===== src/rtl/store_buffer_if.sv =====
// Store buffer bus: pipeline store/load side plus RAM write port.
// The buffer sits on the slave modport and the pipeline on master.
interface store_buffer_if #(
    parameter int DATA_WIDTH = 32
);
    logic                  st_valid;
    logic [DATA_WIDTH-1:0] st_addr;
    logic [DATA_WIDTH-1:0] st_data;
    logic                  st_ready;
    logic [DATA_WIDTH-1:0] ld_addr;
    logic                  ld_hit;
    logic [DATA_WIDTH-1:0] ld_data;
    logic                  drain_stall;
    logic                  ram_we;
    logic [DATA_WIDTH-1:0] ram_w_addr;
    logic [DATA_WIDTH-1:0] ram_wd;
    logic                  empty;

    modport master (
        output st_valid, st_addr, st_data,
        output ld_addr, drain_stall,
        input  st_ready, ld_hit, ld_data,
        input  ram_we, ram_w_addr, ram_wd, empty
    );

    modport slave (
        input  st_valid, st_addr, st_data,
        input  ld_addr, drain_stall,
        output st_ready, ld_hit, ld_data,
        output ram_we, ram_w_addr, ram_wd, empty
    );
endinterface


===== src/rtl/store_buffer.sv =====
// Store buffer: FIFO of pending word stores draining to the RAM
// write port, with youngest-match forwarding to the load in MEM.
module store_buffer #(
    parameter int DATA_WIDTH = 32,
    parameter int DEPTH      = 4
) (
    input  logic           clk,
    input  logic           rst_n,
    store_buffer_if.slave  bus
);
    localparam int PTR_W = (DEPTH > 1) ? $clog2(DEPTH) : 1;
    localparam int CNT_W = PTR_W + 1;
    localparam logic [CNT_W-1:0] FULL = CNT_W'(DEPTH);

    typedef logic [DATA_WIDTH-1:0] word_t;

    word_t            addr_q [DEPTH];
    word_t            addr_d [DEPTH];
    word_t            data_q [DEPTH];
    word_t            data_d [DEPTH];
    logic [PTR_W-1:0] head_q, head_d;
    logic [PTR_W-1:0] tail_q, tail_d;
    logic [CNT_W-1:0] count_q, count_d;

    logic             not_empty;
    logic             enq;
    logic             deq;
    logic             fwd_hit;
    word_t            fwd_data;
    logic [PTR_W-1:0] fwd_idx;

    // Status and drain handshakes; st_ready sees only registered state.
    always_comb begin
        not_empty = (count_q != '0);
        enq       = bus.st_valid && (count_q != FULL);
        deq       = not_empty && !bus.drain_stall;
    end

    assign bus.st_ready   = (count_q != FULL);
    assign bus.empty      = !not_empty;
    assign bus.ram_we     = deq;
    assign bus.ram_w_addr = not_empty ? addr_q[head_q] : '0;
    assign bus.ram_wd     = not_empty ? data_q[head_q] : '0;
    assign bus.ld_hit     = fwd_hit;
    assign bus.ld_data    = fwd_data;

    // Walk valid entries oldest to youngest so the last match wins.
    always_comb begin
        fwd_hit  = 1'b0;
        fwd_data = '0;
        fwd_idx  = '0;
        for (int i = 0; i < DEPTH; i++) begin
            fwd_idx = head_q + PTR_W'(i);
            if ((CNT_W'(i) < count_q) &&
                (addr_q[fwd_idx] == bus.ld_addr)) begin
                fwd_hit  = 1'b1;
                fwd_data = data_q[fwd_idx];
            end
        end
    end

    // Next-state: capture at tail, retire at head, track occupancy.
    always_comb begin
        addr_d  = addr_q;
        data_d  = data_q;
        head_d  = head_q;
        tail_d  = tail_q;
        count_d = count_q;
        if (enq) begin
            addr_d[tail_q] = bus.st_addr;
            data_d[tail_q] = bus.st_data;
            tail_d         = tail_q + 1'b1;
        end
        if (deq) begin
            head_d = head_q + 1'b1;
        end
        unique case ({enq, deq})
            2'b10:   count_d = count_q + 1'b1;
            2'b01:   count_d = count_q - 1'b1;
            default: count_d = count_q;
        endcase
    end

    // State registers; reset drops every pending store.
    always_ff @(posedge clk or negedge rst_n) begin
        if (!rst_n) begin
            head_q  <= '0;
            tail_q  <= '0;
            count_q <= '0;
            for (int i = 0; i < DEPTH; i++) begin
                addr_q[i] <= '0;
                data_q[i] <= '0;
            end
        end else begin
            head_q  <= head_d;
            tail_q  <= tail_d;
            count_q <= count_d;
            addr_q  <= addr_d;
            data_q  <= data_d;
        end
    end
endmodule


===== src/flat_wrapper.sv =====
// flat-port wrapper written by rule: the top's interface ports become plain ports
module store_buffer_flat 
#(
    parameter int DATA_WIDTH = 32,
    parameter int DEPTH      = 4
)
  (clk, rst_n, bus_st_valid, bus_st_addr, bus_st_data, bus_ld_addr, bus_drain_stall, bus_st_ready, bus_ld_hit, bus_ld_data, bus_ram_we, bus_ram_w_addr, bus_ram_wd, bus_empty);
  store_buffer_if #(.DATA_WIDTH(DATA_WIDTH)) bus_i ();
  input  logic clk;
  input  logic rst_n;
  input wire logic [$bits(bus_i.st_valid)-1:0] bus_st_valid;
  input wire logic [$bits(bus_i.st_addr)-1:0] bus_st_addr;
  input wire logic [$bits(bus_i.st_data)-1:0] bus_st_data;
  input wire logic [$bits(bus_i.ld_addr)-1:0] bus_ld_addr;
  input wire logic [$bits(bus_i.drain_stall)-1:0] bus_drain_stall;
  output wire logic [$bits(bus_i.st_ready)-1:0] bus_st_ready;
  output wire logic [$bits(bus_i.ld_hit)-1:0] bus_ld_hit;
  output wire logic [$bits(bus_i.ld_data)-1:0] bus_ld_data;
  output wire logic [$bits(bus_i.ram_we)-1:0] bus_ram_we;
  output wire logic [$bits(bus_i.ram_w_addr)-1:0] bus_ram_w_addr;
  output wire logic [$bits(bus_i.ram_wd)-1:0] bus_ram_wd;
  output wire logic [$bits(bus_i.empty)-1:0] bus_empty;
  assign bus_i.st_valid = bus_st_valid;
  assign bus_i.st_addr = bus_st_addr;
  assign bus_i.st_data = bus_st_data;
  assign bus_i.ld_addr = bus_ld_addr;
  assign bus_i.drain_stall = bus_drain_stall;
  assign bus_st_ready = bus_i.st_ready;
  assign bus_ld_hit = bus_i.ld_hit;
  assign bus_ld_data = bus_i.ld_data;
  assign bus_ram_we = bus_i.ram_we;
  assign bus_ram_w_addr = bus_i.ram_w_addr;
  assign bus_ram_wd = bus_i.ram_wd;
  assign bus_empty = bus_i.empty;
  store_buffer #(.DATA_WIDTH(DATA_WIDTH), .DEPTH(DEPTH)) u_core (.clk(clk), .rst_n(rst_n), .bus(bus_i));
endmodule

===== config.mk =====
export PLATFORM = sky130hd
export DESIGN_NAME = store_buffer_flat
export DESIGN_NICKNAME = d
export VERILOG_FILES = /design/src/rtl/store_buffer_if.sv /design/src/rtl/store_buffer.sv /design/src/flat_wrapper.sv
export SDC_FILE = /design/constraint.sdc
export NUM_CORES = 1
export LEC_CHECK = 0
export CORE_MARGIN = 2
export CORE_UTILIZATION = 53
export DETAILED_ROUTE_END_ITERATION = 7
export GPL_TIMING_DRIVEN = 0
export PLACE_DENSITY_LB_ADDON = 0.25
export SLEW_MARGIN = 30
export SYNTH_ARGS = -nofsm -noshare
export SYNTH_HDL_FRONTEND = slang
export SYNTH_SLANG_ARGS = --single-unit

===== constraint.sdc =====
create_clock -name clk -period 5.03 [get_ports clk]
set_input_delay 1.509 -clock clk [delete_from_list [all_inputs] [get_ports clk]]
set_output_delay 1.509 -clock clk [all_outputs]
set_load 0.01 [all_outputs]

* Word-level counts from Yosys, hierarchy flattened
Cells that the tools add are included.
** Storage, ports and cells
- Register bits after elaboration :: 263
- Latch bits :: 0
- RAM bits :: 0
- ROM bits :: 0
- Input bits :: 100
- Output and inout port bits :: 100
- Logic and storage cells :: 89
- Memories :: 0
** Operators by class
- Add/sub/neg operators :: 6
- Multiply operators :: 0
- Div/mod/pow operators :: 0
- Order comparisons :: 10
- Eq/ne operators :: 7
- Shifts and indexed selects :: 0
- Mux-type cells :: 39
- Bitwise logic cells :: 5
- Reduce and logical (&&, ||, !) cells :: 11
** Operators by type and width (count)
- 32-bit 2-to-1 mux :: 23
- 32-bit binary-select mux with 2-bit select :: 8
- 128-bit bitwise mux :: 2
- 32-bit equality test :: 4
- 32-bit demux with 2-bit select :: 1
- 3-bit greater-or-equal comparator (second input constant) :: 5
- 2-bit NOT with 3-bit output :: 5
- 1-bit logical AND :: 7
- 1-bit by 3-bit < comparator with 1-bit output (first input constant) :: 2
- 2-bit by 3-bit < comparator with 1-bit output (first input constant) :: 2
- 3-bit one-hot mux with 2 select lines :: 1
- 2-bit by 1-bit adder with 2-bit output (second input constant) :: 2
- 2-bit adder (second input constant) :: 2
- 1-bit 2-to-1 mux :: 4
- 3-bit by 1-bit adder with 3-bit output (second input constant) :: 1
- 3-bit by 1-bit < comparator with 1-bit output (second input constant) :: 1
- 3-bit inequality test (second input constant) :: 1
- 3-bit nonzero test :: 1
- 3-bit by 1-bit subtractor with 3-bit output (second input constant) :: 1
- 2-bit by 1-bit equality test with 1-bit output (second input constant) :: 1
- 2-bit equality test (second input constant) :: 1
- 1-bit logical NOT :: 2
- 2-bit nonzero test :: 1

* Depth between registers and ports, before layout
Gate-level depths: netlist of the first run.
- Word-level depth :: 10
- Mapped depth :: 15
- Gate-level depth less buffers :: 9

* Worst setup path before layout of the first run
OpenSTA, ideal clock, no wires.
- Kind :: input to output
- From :: in bus_ld_addr[15]
- To :: out bus_ld_data[1]
- Arrival time :: 3774 ps
- Required time :: 3521 ps
- Setup slack :: -253 ps
- Stages :: 9
- Path buffers :: 2
- Path through :: buf_1 a222oi_1 nor4b_1 a31oi_1 or4b_1 nor3_1 buf_2 a211oi_1 o22ai_1
** Between the ends
- Cells in the longest elaborated chain, start to end :: 6
- Elaborated cells on any way between the ends :: 12
- Classes of those cells :: 4 x eq/ne; 4 x mux; 4 x reduce/logical
** Ends and longest elaborated chain
- start: declaration :: RTL line flat_wrapper.sv:14 : input wire logic [$bits(bus_i.ld_addr)-1:0] bus_ld_addr;
- 32-bit equality test :: RTL line store_buffer.sv:55 : (addr_q[fwd_idx] == bus.ld_addr)) begin
- 1-bit logical AND :: RTL line store_buffer.sv:54 : if ((CNT_W'(i) < count_q) &&
- 32-bit 2-to-1 mux (3 in series) :: RTL line store_buffer.sv:54
- 32-bit 2-to-1 mux (*) :: RTL line store_buffer.sv:54
- end: declaration :: RTL line flat_wrapper.sv:18 : output wire logic [$bits(bus_i.ld_data)-1:0] bus_ld_data;
Mark *: on every way between the ends. The rest lies on a longest branch, timed or not.

* Worst setup path in the final report of the first run
- From :: reg u_core.head_q[0]
- To :: out bus_ld_data[2]
** Between the ends
- Cells in the longest elaborated chain, start to end :: 10
- Elaborated cells on any way between the ends :: 43
- Classes of those cells :: 3 x add/sub; 4 x eq/ne; 28 x mux; 4 x bitwise; 4 x reduce/logical
** Ends and longest elaborated chain
- start: declaration :: RTL line store_buffer.sv:21 : logic [PTR_W-1:0] head_q, head_d;
- start signal: assignment :: RTL line store_buffer.sv:87 : head_q <= '0;
- start signal: assignment :: RTL line store_buffer.sv:95 : head_q <= head_d;
- 2-bit by 1-bit adder with 2-bit output or 2-bit NOT with 3-bit output (tied branches) :: RTL line store_buffer.sv:53, store_buffer.sv:55, store_buffer.sv:57
- 2-bit NOT with 3-bit output (not written as such) or 32-bit binary-select mux with 2-bit select (tied branches) :: RTL line store_buffer.sv:55, store_buffer.sv:57
- 32-bit binary-select mux with 2-bit select or 32-bit 2-to-1 mux (tied branches) :: RTL line store_buffer.sv:55
- 32-bit 2-to-1 mux (not written as such) :: RTL line store_buffer.sv:55
- 32-bit 2-to-1 mux (not written as such) or 32-bit equality test (tied branches) :: RTL line store_buffer.sv:55
- 32-bit equality test or 1-bit logical AND (tied branches) :: RTL line store_buffer.sv:55, store_buffer.sv:54
- 1-bit logical AND or 32-bit 2-to-1 mux (tied branches) :: RTL line store_buffer.sv:54
- 32-bit 2-to-1 mux (2 in series) :: RTL line store_buffer.sv:54
- 32-bit 2-to-1 mux (*) :: RTL line store_buffer.sv:54
Mark *: on every way between the ends. The rest lies on a longest branch, timed or not. The select of a mux whose other input is x is not followed.

==> metrics, run 1 <==
synth unique cells=approximately 60; share of cells above drive strength 1=0.405; TritonRoute pass-1 iters=8; Final Hold Slack=0.531 ns; combinational family with the most area after synthesis=multiplexers; Post-Synth Simple-Gate Area=0.0959; CP cell instances=buf_12 > buf_12 > mux4_2 > xor2_4 > nor4_4 > or4b_4 > or3_4 > buf_6 > buf_12 > o21ai_4 > o22ai_2 > buf_2; Clk network pwr share=0.111; CP max-delay cell=mux4_2; post-synthesis compound-gate area fraction=0.101; Comb power frac=0.664; Post-Synth Adder-Cell Area=0.00589; Fin Clk Skew=0.0133 ns; sw frac=0.451; DR vias=around 17,000; commonest non-fill, non-tap cell in the layout=mux2_2; RSZ-0062 raised after global routing=true; area leader, netlist=dfrtp_1; EDFF count, synth=0; f_max=175 MHz; Final WS setup=-0.672 ns; crit path DAT=4.19 ns; mux cell area share after synthesis=0.356; WS Path Type=reg2out; number of global-route vias before repair=16,973; Die Width=194 microns; Syn-to-layout area delta=28.6%; status=finished, violations left; number of H-tree levels=1; first-pass GRT wire length=106,000 microns; Synth area leaders=dfrtp_1, mux2_2, mux4_2; Final Max Slew Viols=0; period utilisation layout=1.13; initial antenna violation count=3; Net Sw Power=8.92 mW; GRT overflow=0; pin count of the biggest net entering global routing=89; most frequent cells in the layout=mux2_2, dfrtp_1, nor2_1; TNS Setup=-18.95 ns; clk slew on worst S/H paths=0.06 ns; Starting DRT DRC Count=approximately 1,900; fin area=24,600 sq um; CTS Root Cell=clkbuf_16; crit end category=output pin; number of antenna-violating nets in the routed design=0; Die Span Y=a little under 200 microns; die area=37,600 sq um; I/O pins=200; Final nets=2,157; failing checks=setup timing; worst slew pin tran=0.948 ns; syn nets=1,880; cts bufs inserted=31; port bufs=177; Placement Setup Slack=-1.84 ns; Final Setup Violations=34; wire length per cell=28.6 microns; Int Pwr=10.8 mW; Worst slew margin=0.368; Mean Syn Cell Area=around 11 sq um; worst-path fanout max=5; CP Launch Type=register; crit-path max cell delay=0.57 ns; PwrDens=804 nW/um^2; Async SR Flop Fraction=1.00; Post-Syn Area=19,100 sq um; Syn. warnings=0; Final Hold Fails=0; CTS tree=built; XOR/XNOR Fraction of Synth Area=0.0518; Synth Flop Type=dfrtp_1; Crit path top cell by count=buf_12; Yosys top cell area share=0.344; sequential group share of total power=0.224; register bit total from synthesis=around 260; all-layer global routing usage=0.371; HP Class=reg2reg; number of max-cap violations=0; dpl hpwl=50,900 microns; Post-Synthesis Cells=1,771; Clock Path Buffers=3; sequential fraction of the synthesis area=0.344; global placer's final weighted congestion=around 1.1; dpl cells=2,413; clock sink count=between 200 and 300; Skew-Pair Late Insertion Delay=0.58 ns; Pwr Total=just under 20 mW; Static Leak=roughly 10 nW; core area=35,600 sq um; number of fill cells=2,647; final core occ=0.691; peak supply drop=0.527 mV; drc violations=0; multi-input logic area=12,600 sq um; row count=69; Avg Vias per Cell=approximately 6.8; area of placed instances=21,700 sq um; Post-Layout Cell Count=2,534; Final Critical Period=5.70 ns; Worst R2R Setup Slack=1.84 ns; register area=6580 sq um; effective utilization at floorplan=0.538; WL final=approximately 72,000 microns; Worst EP required=about 3.5 ns
area by class of cell:
class                           count  share of cell area
Inverter                           13             0.00198
Antenna cell                        3            0.000305
Buffer                            157              0.0552
Sequential cell                   263               0.268
Clock inverter                     14             0.00565
Tap cell                          461              0.0235
Clock buffer                       41              0.0347
Multi-Input combinational cell   1336               0.514
Timing Repair Buffer              246              0.0974
power groups by stage:
stage / logic, mW / clock network (mW) / registers, mW
finish: 13.1 / 2.20 / 4.44
global route: 13.7 / 2.31 / 4.55
CTS: 12.2 / 2.23 / 4.31
detailed placement: 11.4 / 0 / 4.30
global placement: 11.2 / 0 / 4.19
floorplan: 7.70 / 0 / 3.87
routing by layer:
layer,up-vias,routed length [microns],track usage
met5,-,9,0
met4,2,4380,0.187
met3,286,7300,0.0783
met2,1137,33700,0.596
met1,8608,27100,0.476
li1,7100,-,-
cells in the mapped netlist, drive strengths merged, types with 44 or more instances:
cell / count
xor2: 45
mux2i: 127
dfrtp: 263
mux4: 78
clkbuf: 85
o21ai: 76
nand2: 49
mux2: 332
a21oi: 105
nor2: 180
o22ai: 44
buf: 74
and3: 67
a211oi: 45
xnor2: 68
repair_timing:
item,4_1_cts,5_1_grt
setup endpoints to repair,84,66
hold buffers,0,0
pin swaps,49,45
setup buffers,40,19
resized for setup,354,195
gates cloned,3,4
cell families (layout without fill, tap and decap cells):
kind of cell | Yosys count | after routing
other | 0 | 3
DFF | 263 | 263
and+or+nand+nor | 378 | 378
buffers and inverters | 172 | 471
xor gates and xnor gates | 113 | 113
muxes | 537 | 537
adders and majority gates | 9 | 9
AOI/OAI and AO/OA | 299 | 299
flip-flops by register name (all words and copies together), names as in the netlist:
register / cells
u_core.addr_q: 128
u_core.head_q: 2
u_core.data_q: 128
u_core.count_q: 3
u_core.tail_q: 2
worst paths after layout:
check / from / end / cells after the start
setup / recovery: u_core.head_q[0]$_DFFE_PN0P_ / bus_ld_data[2] / 12
hold reg to reg: u_core.data_q[35]$_DFFE_PN0P_ / u_core.data_q[35]$_DFFE_PN0P_ / 1
max in group asynchronous: rst_n / u_core.addr_q[82]$_DFFE_PN0P_ / 3
setup reg to reg: u_core.count_q[0]$_DFFE_PN0P_ / u_core.data_q[90]$_DFFE_PN0P_ / 8
hold / removal: u_core.data_q[35]$_DFFE_PN0P_ / u_core.data_q[35]$_DFFE_PN0P_ / 1
min in group asynchronous: rst_n / u_core.data_q[4]$_DFFE_PN0P_ / 1
critical path, delay by kind of cell (launching register included):
family | cells | cell delay, ns
compound gates | 2 | 0.26
mux | 1 | 0.57
flops | 1 | 0.42
xor+xnor | 1 | 0.20
simple gates | 3 | 1.39
buf+inv | 5 | 0.77
No activity file was read; power rests on OpenSTA's default activity.
==> run 2, diff against run 1 <==
--- a/config.mk
+++ b/config.mk
@@ -6,10 +6,11 @@
 export NUM_CORES = 1
 export LEC_CHECK = 0
 export CORE_MARGIN = 2
-export CORE_UTILIZATION = 53
+export CORE_UTILIZATION = 45
 export DETAILED_ROUTE_END_ITERATION = 7
 export GPL_TIMING_DRIVEN = 0
 export PLACE_DENSITY_LB_ADDON = 0.25
+export SKIP_CTS_REPAIR_TIMING = 1
 export SLEW_MARGIN = 30
 export SYNTH_ARGS = -nofsm -noshare
 export SYNTH_HDL_FRONTEND = slang
==> run 2 against run 1 <==
The flow still finishes with violations (setup timing). Final area down 1.3%. Worst setup slack worse by 0.090 ns. Combinational power about the same. Clock power up 5%. Sequential power about the same. Global-route usage down 5.2 points. Sequential cell count unchanged. Die area up 17%. First-iteration DRC count down 11%. Via count down 3.7%.
==> metrics, run 2 (synthesis gave the netlist of run 1 again) <==
Skew-Pair Late Insertion Delay=0.60 ns (+0.02 ns); CP max-delay cell=mux4_2; delay-heaviest family, CP=buffers and inverters; CTS Root Cell=clkbuf_16; global placer's final weighted congestion=1.04 (-3.4%); Register-to-Register Path Depth=8 (unchanged); f_max=173 MHz (-1.6%); number of H-tree levels=1 (unchanged); Clock Path Buffers=3 (unchanged); Fin Clk Skew=0.0125 ns (-0.000795 ns); worst r2r src=u_core.count_q[0]$_DFFE_PN0P_; effective utilization at floorplan=0.456 (-0.0817); RSZ-0062 raised after global routing=true; number of antenna-violating nets in the routed design=0 (unchanged); Static Leak=10.4 nW (+0.11%); Final WS setup=-0.762 ns (-0.0900 ns); Clk network pwr share=0.117 (+0.006); Final Setup Violations=34 (unchanged); worst reg2reg endpoint=u_core.data_q[42]$_DFFE_PN0P_; Final nets=2,150 (-0.32%); initial antenna violation count=3 (unchanged); Syn-to-layout area delta=26.9%; I/O pins=200 (unchanged); sw frac=0.445 (-0.00637); WS Path Type=reg2out; Avg Vias per Cell=6.34 (-6.2%); worst slew pin tran=0.934 ns (-0.0137 ns); DR vias=16,506 (-3.7%); Regs by FF count=u_core.addr_q (128), u_core.data_q (128), u_core.count_q (3); TNS Setup=-23.75 ns (-4.81 ns); cts bufs inserted=30 (-3.2%); worst-path fanout max=10 (+5); die area=44,200 sq um (+17%); cell count of the worst hold path=1 (unchanged); Starting DRT DRC Count=1,666 (-11%); commonest non-fill, non-tap cell in the layout=mux2_2; CP Launch Type=register; number of fill cells=3,575 (+35%); number of max-cap violations=0 (unchanged); crit path DAT=4.28 ns (+0.09 ns); WL final=72,400 microns (about the same); clock sink count=263 (unchanged); sequential group share of total power=0.224 (about the same); port bufs=177 (unchanged); Final Hold Fails=0 (unchanged); period utilisation layout=1.15 (+0.0179); Worst EP required=3.52 ns (about the same); GRT overflow=0 (unchanged); most frequent cells in the layout=mux2_2, dfrtp_1, nor2_1; status=finished, violations left; peak supply drop=0.496 mV (-5.9%); failing checks=setup timing; hold endpoint=u_core.data_q[78]$_DFFE_PN0P_; worst path bufs/invs=7 (+2); final core occ=0.578 (-0.113); Crit path top cell by count=buf_12; number of global-route vias before repair=16,291 (-4.0%); fin area=24,300 sq um (-1.3%); hold_sp=u_core.data_q[78]$_DFFE_PN0P_; Die Width=210 microns (+8.3%); clk slew on worst S/H paths=0.07 ns (about the same); Int Pwr=10.9 mW (+0.73%); area of placed instances=21,700 sq um (+0.36%); Final Max Slew Viols=0 (unchanged); Worst R2R Setup Slack=1.85 ns (about the same); WP depth=15 (+3); crit end category=output pin; share of cells above drive strength 1=0.384 (-0.0209); crit-path max cell delay=0.56 ns (about the same); PwrDens=811 nW/um^2 (+0.93%); drc violations=0 (unchanged); pin count of the biggest net entering global routing=92 (+3.4%); Die Span Y=210 microns (+8.3%); core area=41,900 sq um (+18%); Placement Setup Slack=-1.79 ns (+0.0543 ns); Net Sw Power=8.76 mW (-1.8%); dpl hpwl=52,700 microns (+3.6%); CTS tree=built; TritonRoute pass-1 iters=7 (-1); Final Critical Period=5.79 ns (+0.0900 ns); wire length per cell=27.8 microns (-2.7%); all-layer global routing usage=0.318 (-0.0523); CP cell instances=buf_12 > buf_12 > buf_16 > buf_16 > mux4_2 > xor2_4 > nor4_4 > nand4_1 > nor3_4 > buf_12 > nand2_8 > buf_12 > a211oi_4 > o22ai_2 > buf_2; row count=75 (+8.7%); HP Class=reg2reg; Comb power frac=0.659 (-0.005); first-pass GRT wire length=105,000 microns (-0.90%); Worst slew margin=0.377 (+0.00911); Pwr Total=19.7 mW (-0.42%)
-- run 2: cell count changes in the layout (fill, tap and decap cells not counted), sizes merged, moves of 2 or more --
cell / before / now
bufinv: 2 / 4
clkdlybuf4s50: 125 / 116
clkdlybuf4s15: 3 / 0
dlygate4sd2: 8 / 0
clkbuf: 128 / 151
clkinv: 6 / 8
dlymetal6s2s: 4 / 26
buf: 175 / 144
clkinvlp: 6 / 2
-- run 2: worst max-delay path by stage --
stage	start	to	slack, ns
after floorplan	bus_ld_addr[15]	bus_ld_data[12]	-0.02
after global placement	rst_n	u_core.addr_q[69]$_DFFE_PN0P_	-8.53
after detailed placement	u_core.head_q[1]$_DFFE_PN0P_	bus_ld_data[30]	-1.79
after CTS	u_core.head_q[1]$_DFFE_PN0P_	bus_ld_data[30]	-2.46
after global routing	u_core.head_q[0]$_DFFE_PN0P_	bus_ld_data[4]	-0.82
final	u_core.head_q[0]$_DFFE_PN0P_	bus_ld_data[28]	-0.76
-- run 2: worst register-to-register path, delay by kind of cell (launching register included) --
family | cells | cell delay [ns]
fa+ha+maj | 1 | 0.20
buf+inv | 3 | 1.09
flops | 1 | 0.45
mux | 1 | 0.42
simple gates | 3 | 0.91
-- run 2: per-layer routing --
metal / vias up / track usage / share of wire / wire length, microns
met1: 8337 / 0.417 / 0.40 / 29200
li1: 7098 / - / - / -
met2: 891 / 0.531 / 0.48 / 34600
met5: - / 0 / 0.00015 / 11
met4: 2 / 0.132 / 0.047 / 3430
met3: 178 / 0.0453 / 0.072 / 5250
-- run 2: cell type report --
cell class                 count  area, sq um  area share
antenna                        2         5.00    0.000206
buffer                       159         1300      0.0535
clock buffer                  40          828      0.0341
clock inverter                14          186     0.00768
inverter                      13         48.8     0.00201
multi-input combinational   1336        12400       0.509
sequential                   263         6580       0.271
tap                          539          674      0.0278
timing repair buffer         238         2280      0.0939
-- run 2: per-stage QoR --
step / hold slack (ns) / std cells
global placement: 0.504 / 2487
CTS: 0.528 / 2544
global route: 0.547 / 2603
finish: 0.532 / 2604
detailed placement: 0.513 / 2490
floorplan: 0.492 / 1771
-- run 2: power groups by stage --
stage | combinational, mW | clock, mW | sequential (mW)
finish | 13.0 | 2.30 | 4.41
global route | 13.6 | 2.41 | 4.54
CTS | 11.5 | 2.33 | 4.28
detailed placement | 11.5 | 0 | 4.31
global placement | 11.4 | 0 | 4.22
floorplan | 7.70 | 0 | 3.87
